<file path="src/rtl/decode_unit.sv">
// rtl/decode_unit.sv - RV32I decode stage: register file, immediate/control decode, load-use stall, ID/EX register
module decode_unit #(
    parameter int PC_W = 16,
    parameter int XLEN = 32
) (
    input  logic            clk,
    input  logic            reset_n,
    input  logic [PC_W-1:0] if_pc,
    input  logic [31:0]     if_inst,
    input  logic            if_dne,
    input  logic            wb_we,
    input  logic [4:0]      wb_rd,
    input  logic [XLEN-1:0] wb_data,
    input  logic            ex_mem_read,
    input  logic [4:0]      ex_rd,
    input  logic            flush,
    output logic            stall,
    output logic [PC_W-1:0] id_pc,
    output logic [4:0]      id_rs1,
    output logic [4:0]      id_rs2,
    output logic [4:0]      id_rd,
    output logic [XLEN-1:0] id_rs1_val,
    output logic [XLEN-1:0] id_rs2_val,
    output logic [XLEN-1:0] id_imm,
    output logic [2:0]      id_funct3,
    output logic [6:0]      id_funct7,
    output logic            id_reg_write,
    output logic            id_mem_read,
    output logic            id_mem_write,
    output logic            id_branch,
    output logic            id_jump,
    output logic            id_alu_imm,
    output logic            id_illegal,
    output logic            id_dne
);
    localparam logic [6:0] OP_LOAD   = 7'b0000011;
    localparam logic [6:0] OP_IMM    = 7'b0010011;
    localparam logic [6:0] OP_JALR   = 7'b1100111;
    localparam logic [6:0] OP_STORE  = 7'b0100011;
    localparam logic [6:0] OP_BRANCH = 7'b1100011;
    localparam logic [6:0] OP_LUI    = 7'b0110111;
    localparam logic [6:0] OP_AUIPC  = 7'b0010111;
    localparam logic [6:0] OP_JAL    = 7'b1101111;
    localparam logic [6:0] OP_REG    = 7'b0110011;
    localparam logic [6:0] OP_FENCE  = 7'b0001111;
    localparam logic [6:0] OP_SYSTEM = 7'b1110011;

    logic [XLEN-1:0] regs [32];

    logic [6:0]  opcode;
    logic [4:0]  rs1, rs2, rd;
    logic [31:0] imm;
    logic        legal;
    logic        fmt_r, fmt_s, fmt_b, fmt_u, fmt_j;
    logic        c_reg_write, c_mem_read, c_mem_write, c_branch, c_jump, c_alu_imm;
    logic        rs1_used, rs2_used;
    logic [XLEN-1:0] rs1_val, rs2_val;

    assign opcode = if_inst[6:0];
    assign rd     = if_inst[11:7];
    assign rs1    = if_inst[19:15];
    assign rs2    = if_inst[24:20];

    // Opcode decode: format, immediate and control bits for the instruction in IF/ID
    always_comb begin
        imm         = '0;
        legal       = 1'b0;
        fmt_r       = 1'b0;
        fmt_s       = 1'b0;
        fmt_b       = 1'b0;
        fmt_u       = 1'b0;
        fmt_j       = 1'b0;
        c_reg_write = 1'b0;
        c_mem_read  = 1'b0;
        c_mem_write = 1'b0;
        c_branch    = 1'b0;
        c_jump      = 1'b0;
        c_alu_imm   = 1'b0;
        case (opcode)
            OP_LOAD: begin
                legal = 1'b1; imm = {{20{if_inst[31]}}, if_inst[31:20]};
                c_reg_write = 1'b1; c_mem_read = 1'b1; c_alu_imm = 1'b1;
            end
            OP_IMM: begin
                legal = 1'b1; imm = {{20{if_inst[31]}}, if_inst[31:20]};
                c_reg_write = 1'b1; c_alu_imm = 1'b1;
            end
            OP_JALR: begin
                legal = 1'b1; imm = {{20{if_inst[31]}}, if_inst[31:20]};
                c_reg_write = 1'b1; c_jump = 1'b1; c_alu_imm = 1'b1;
            end
            OP_STORE: begin
                legal = 1'b1; fmt_s = 1'b1;
                imm = {{20{if_inst[31]}}, if_inst[31:25], if_inst[11:7]};
                c_mem_write = 1'b1; c_alu_imm = 1'b1;
            end
            OP_BRANCH: begin
                legal = 1'b1; fmt_b = 1'b1;
                imm = {{19{if_inst[31]}}, if_inst[31], if_inst[7], if_inst[30:25], if_inst[11:8], 1'b0};
                c_branch = 1'b1;
            end
            OP_LUI, OP_AUIPC: begin
                legal = 1'b1; fmt_u = 1'b1; imm = {if_inst[31:12], 12'b0};
                c_reg_write = 1'b1; c_alu_imm = 1'b1;
            end
            OP_JAL: begin
                legal = 1'b1; fmt_j = 1'b1;
                imm = {{11{if_inst[31]}}, if_inst[31], if_inst[19:12], if_inst[20], if_inst[30:21], 1'b0};
                c_reg_write = 1'b1; c_jump = 1'b1;
            end
            OP_REG: begin
                legal = 1'b1; fmt_r = 1'b1; c_reg_write = 1'b1;
            end
            // FENCE and SYSTEM are part of the base set but drive no datapath controls here
            OP_FENCE, OP_SYSTEM: begin
                legal = 1'b1; imm = {{20{if_inst[31]}}, if_inst[31:20]};
            end
            default: legal = 1'b0;
        endcase
    end

    assign rs1_used = !(fmt_u || fmt_j);
    assign rs2_used = fmt_r || fmt_s || fmt_b;

    // Operand read: x0 is hard zero, a same-cycle writeback to the source wins over the stored value
    always_comb begin
        rs1_val = regs[rs1];
        rs2_val = regs[rs2];
        if (wb_we && wb_rd == rs1) rs1_val = wb_data;
        if (wb_we && wb_rd == rs2) rs2_val = wb_data;
        if (rs1 == 5'd0) rs1_val = '0;
        if (rs2 == 5'd0) rs2_val = '0;
    end

    // Load-use hazard against the load in EX; never raised for bubbles, flushes or during reset
    assign stall = reset_n && ex_mem_read && (ex_rd != 5'd0) && !if_dne && !flush &&
                   ((rs1_used && ex_rd == rs1) || (rs2_used && ex_rd == rs2));

    // Architectural register file write port
    always_ff @(posedge clk or negedge reset_n) begin
        if (!reset_n) begin
            for (int i = 0; i < 32; i++) regs[i] <= '0;
        end else if (wb_we && wb_rd != 5'd0) begin
            regs[wb_rd] <= wb_data;
        end
    end

    // ID/EX pipeline register: data fields always follow IF/ID, controls priority flush > stall > bubble > illegal > normal
    always_ff @(posedge clk or negedge reset_n) begin
        if (!reset_n) begin
            id_pc        <= '0;
            id_rs1       <= '0;
            id_rs2       <= '0;
            id_rd        <= '0;
            id_rs1_val   <= '0;
            id_rs2_val   <= '0;
            id_imm       <= '0;
            id_funct3    <= '0;
            id_funct7    <= '0;
            id_reg_write <= 1'b0;
            id_mem_read  <= 1'b0;
            id_mem_write <= 1'b0;
            id_branch    <= 1'b0;
            id_jump      <= 1'b0;
            id_alu_imm   <= 1'b0;
            id_illegal   <= 1'b0;
            id_dne       <= 1'b1;
        end else begin
            id_pc      <= if_pc;
            id_rs1     <= rs1;
            id_rs2     <= rs2;
            id_rd      <= rd;
            id_rs1_val <= rs1_val;
            id_rs2_val <= rs2_val;
            id_imm     <= imm;
            id_funct3  <= if_inst[14:12];
            id_funct7  <= if_inst[31:25];
            if (flush || stall || if_dne || !legal) begin
                id_reg_write <= 1'b0;
                id_mem_read  <= 1'b0;
                id_mem_write <= 1'b0;
                id_branch    <= 1'b0;
                id_jump      <= 1'b0;
                id_alu_imm   <= 1'b0;
                id_illegal   <= !(flush || stall || if_dne);
                id_dne       <= 1'b1;
            end else begin
                id_reg_write <= c_reg_write;
                id_mem_read  <= c_mem_read;
                id_mem_write <= c_mem_write;
                id_branch    <= c_branch;
                id_jump      <= c_jump;
                id_alu_imm   <= c_alu_imm;
                id_illegal   <= 1'b0;
                id_dne       <= 1'b0;
            end
        end
    end
endmodule

</file>
<file path="config.mk">
export PLATFORM = sky130hd
export DESIGN_NAME = decode_unit
export DESIGN_NICKNAME = d
export VERILOG_FILES = /design/src/rtl/decode_unit.sv
export SDC_FILE = /design/constraint.sdc
export NUM_CORES = 2
export LEC_CHECK = 0
export CORE_ASPECT_RATIO = 1.4
export CORE_MARGIN = 2
export CORE_UTILIZATION = 66
export DETAILED_ROUTE_END_ITERATION = 6
export HOLD_SLACK_MARGIN = 0.1
export PLACE_DENSITY = 0.89
export SLEW_MARGIN = 30
export SYNTH_ARGS = -nofsm -noshare
export SYNTH_HDL_FRONTEND = slang
export SYNTH_SLANG_ARGS = --single-unit
</file>
<file path="constraint.sdc">
create_clock -name clk -period 3.7 [get_ports clk]
set_input_delay 0.74 -clock clk [delete_from_list [all_inputs] [get_ports clk]]
set_output_delay 0.74 -clock clk [all_outputs]
set_load 0.01 [all_outputs]
</file>
* After elaboration in Yosys (flattened, before gate mapping)
Cells that the tools add are included.
Storage, ports and cells: word-level logic and storage cells 136, register bits 1169
Operators by class: mux-type cells 32, $lt $le $gt $ge 4, reduce and logical (&&, ||, !) cells 33, bitwise operators 3, equal/unequal tests 15
Operator list (count):
- $bwmux W1024 | 1
- $bmux W32 S5 | 2
- $mux W32 | 9
- $demux W32 S5 | 1
- $pmux W32 S5 | 1
- $eq A7 B7 Y1 const B | 4
- $eq A7 B6 Y1 const B | 3
- $eq A5 B5 Y1 | 4
- $ge A6 B6 Y1 const B | 3
- $mux W1 | 18
- $not A5 Y6 | 3
- $eq A7 B5 Y1 const B | 2
- $logic_and A1 B1 Y1 | 11
- $reduce_or A11 Y1 | 1
- $logic_not A5 Y1 | 2
- $reduce_bool A5 Y1 | 2
- $eq A7 B2 Y1 const B | 1
- $eq A7 B4 Y1 const B | 1
- $logic_or A1 B1 Y1 | 7
- $reduce_or A7 Y1 | 1
- $lt A6 B1 Y1 const B | 1
- $reduce_or A6 Y1 | 1
- $logic_not A1 Y1 | 5
- $reduce_or A5 Y1 | 1
- $reduce_or A2 Y1 | 2

* Logic depth before layout (Yosys ltp)
word-level depth 12, depth in mapped cells 9, mapped depth without buffers 5

* Worst setup path after synthesis
Ideal clock, no wire load.
kind input to output, start point input port if_inst[20], end point output port stall, data required time 2.960 ns, path slack 0.975 ns, arrival 1.985 ns, cell stages on the path 6, cell sequence buf_2 -> buf_6 -> xor2_1 -> nor3_1 -> o2111ai_2 -> a221oi_4
On the way: word-level cells in the longest chain between the ends 4
Ends and longest elaborated chain:
- from (decl) | RTL line 9 | input logic [31:0] if_inst,
- $eq A5 B5 Y1 | RTL line 137 | ((rs1_used && ex_rd == rs1) || (rs2_used && ex_rd == rs2));
- $logic_and A1 B1 Y1 | RTL line 137
- $logic_or A1 B1 Y1 | RTL line 137
- $logic_and A1 B1 Y1 | RTL line 136 | assign stall = reset_n && ex_mem_read && (ex_rd != 5'd0) && !if_dne && !flush &&
- to (decl) | RTL line 17 | output logic stall,
Every way passes these cells.

* Worst setup path in the final report
start point input port if_inst[22], end point output port stall
The elaborated chain is that of the path after synthesis.

==> flow_summary.yaml <==
timing:
  period_share_pct: 98.5
  slew-limit-headroom_pct: 35.1
  finalClockSkew_ns: 0.0352
  tns_ns: 0
  layout_min_cycle_time_ns: 3.65
  fmax_mhz: 274
  hold_viol: 0
  whs_ns: 0.266
  max_slew.worst_pin.slew_ns: 0.973
  rsz0062_at_grt: "false"
  slew_violations: 0
  setup_violations: 0
power:
  swShare_pct: 28.2
  p_clk_share_pct: 32.5
  power_density_nw_per_um2: 534
  power.internal_w: 0.0257
  comb_power_share_pct: 20.3
  p_leak_nw: 29.5
  pwr-share-seq_pct: 47.2
  max-vdd-ir-drop_mv: 0.396
  power_switching_w: 0.0101
detailed_routing:
  first_iter_violations: 6267
  wire_per_inst_um: 35.1
  vias: 42500
  drtPass1Iterations: 7
  drc_errors: 1
  via_per_inst: 7.76
  wirelength_um: 192000
  antenna_left: 0
floorplanning:
  num_io_pins: 242
  die_y_um: 359
  num_rows: 130
  core_um2: 89500
  dieArea_um2: 92300
  die_x_um: 257
  start_util_pct: 66.3
critical_path:
  r2r_start: "regs[18]"
  r2r_slack_ns: 1.49
  cp-start-kind: "input port"
  worst-setup-path-type: "input port to output pin"
  arrival_ns: 2.91
  crit_start: "if_inst[22]"
  reg2reg_depth: 5
  cp-end-kind: "output pin"
  crit_fanout: 2
  critPathRequiredTime_ns: 2.96
  reg2reg_to: "id_rs1_val[18]"
synthesis:
  yosysSeqAreaShare_pct: 49.3
  ys_seq_elements: 1169
  synth_most_common_cell: "dfrtp_1"
  syn_nets: 4199
  synth-compound-area-share_pct: 6.79
  synthXorXnorAreaFrac_pct: 0.295
  syn_avg_cell_area_um2: 14.5
  synth_edf_count: 0
  synthAdderAreaFrac_pct: 0.0169
  ys_top_cells_by_count: "1168 x dfrtp_1, 990 x mux2_2, 380 x mux4_2, 257 x mux2i_1, 236 x clkbuf_1"
  synth_cell_types: 67
  synthArstFlopShare_pct: 100
  synthCells: 4103
  yosysWarnings: 0
  synth_top_area_share_pct: 49.3
  ys.flop_type: "dfrtp_1"
  synth_top_area_cell: "dfrtp_1"
  synthMuxAreaShare_pct: 38.0
  synth_top_family_by_area: "multiplexers"
  netlist_top_cells_area: "dfrtp_1 49%, mux2_2 19%, mux4_2 14%, mux2i_1 4.3%, a221oi_1 1.8%"
  synthesis.area_um2: 59300
  synth-simple-area-share_pct: 1.92
job:
  cap_violations: 0
final_layout:
  drive_gt1_share_pct: 43.0
  n_fill_cell: 5035
  seqCellArea_um2: 29300
  multi_input_area_um2: 28200
  nets: 4295
  area_growth_pct: 13.1
global_route:
  grt-ovfl-total: 0
  antenna_found_initial: 15
  grt_max_degree: 191
  grt_pass1_wl_um: 283000
  grt_usage_pct: 41.8
  grt_pass1_vias: 44000
place:
  gp_congestion: 0.931
  port-buffer-count: 241
  post-dp-hpwl_um: 111000
run_status:
  outcome: "finished, violations left"
  violations: "DRC"
worst_hold_path:
  min-delay-start: "if_inst[19]"
  worstHoldEndpoint: "id_rs1[4]"
  worstHoldPathCells: 1
  hp-class: "input port to register"
clock_network:
  cts_root_buffer: "clkbuf_16"
  cts_setup_buffers: 0
  cts-buffers-inserted: 106
  clk_latency_ns: 0.74
  cts_max_path_buffers: 3
  clkSinkCount: 1169
  clk_pin_slew_ns: 0.07
  htreeDepth: 3
  cts_tree: "built"
state kept, by name, indices dropped and copies added (netlist names), 7 cells and up:
name and flops:
regs 1024, id_imm 32, id_rs1_val 32, id_rs2_val 32, id_pc 16, id_funct7 7
cell usage in the layout (no fill, tap or decap), drive strengths merged, types with 67 or more instances in the layout:
cell type	count
dfrtp	1168
mux2	1015
mux4	380
mux2i	257
buf	229
clkdlybuf4s50	207
clkbuf	145
a221oi	124
o21ai	110
a22oi	106
a21oi	95
nand2	67
worst max-delay path, cell delays in order:
cell	delay, ns
clkdlybuf4s50_1	0.74
xnor2_1	0.34
o2111ai_2	0.16
a221oi_4	0.34
clkdlybuf4s50_1	0.59
logic make-up after synthesis:
group,after synthesis
AOI/OAI and AO/OA,573
xor gates and xnor gates,20
adders and majority gates,1
buffers and inverters,461
DFF,1169
muxes,1652
and+or+nand+nor,227
through the flow:
stage | power [W] | cell area [um2] | instances | setup WS [ns] | util (%)
after floorplan | 0.0214 | 59300 | 4103 | 0.975 | -
after global placement | 0.0234 | 63500 | 5275 | 0.0633 | 71.0
after detailed placement | 0.0239 | 63400 | 5275 | 0.0597 | 70.9
after CTS | 0.0356 | 67100 | 5467 | 0.0450 | 75.0
after global routing | 0.0369 | 67100 | 5472 | 0.0264 | 75.0
final | 0.0358 | 67100 | 5479 | 0.0542 | 75.0
layer usage:
| metal | track usage [%] | vias to the layer above | share of wire [%] |
|---|---|---|---|
| li1 | - | 15900 | - |
| met5 | 0 | - | 0.053 |
| met4 | 32.0 | 16 | 8.8 |
| met2 | 61.8 | 3736 | 45 |
| met1 | 50.9 | 21700 | 33 |
| met3 | 14.5 | 1172 | 13 |
final cells by class:
type / count / share of cell area (%)
Sequential cell: 1169 / 43.6
Clock inverter: 48 / 0.858
Clock buffer: 143 / 4.53
Timing Repair Buffer: 439 / 6.75
Inverter: 10 / 0.0578
Antenna cell: 9 / 0.0336
Multi-Input combinational cell: 2473 / 42.0
Tap cell: 1188 / 2.22
power groups by stage:
stage	clock (W)	combinational, W	sequential, W
6_report	0.0117	0.00727	0.0169
5_1_grt	0.0122	0.00763	0.0171
4_1_cts	0.0116	0.00715	0.0168
3_5_place_dp	0	0.00700	0.0169
3_3_place_gp	0	0.00673	0.0167
2_1_floorplan	0	0.00497	0.0164
how the worst max path moves through the flow:
stage	endpoint	slack, ns	depth (start not counted)
2_1_floorplan	stall	0.98	6
5_1_grt	stall	0.03	6
6_report	stall	0.05	5
3_3_place_gp	stall	0.06	6
3_5_place_dp	stall	0.06	6
4_1_cts	stall	0.05	6
what timing repair did:
action / 4_1_cts / 5_1_grt
endpoints found under the hold margin: 20 / 0
hold buffers: 1 / 0
endpoints found under the setup margin: 0 / 1
resized for setup: 0 / 1
(Power assumes the default switching activity.)
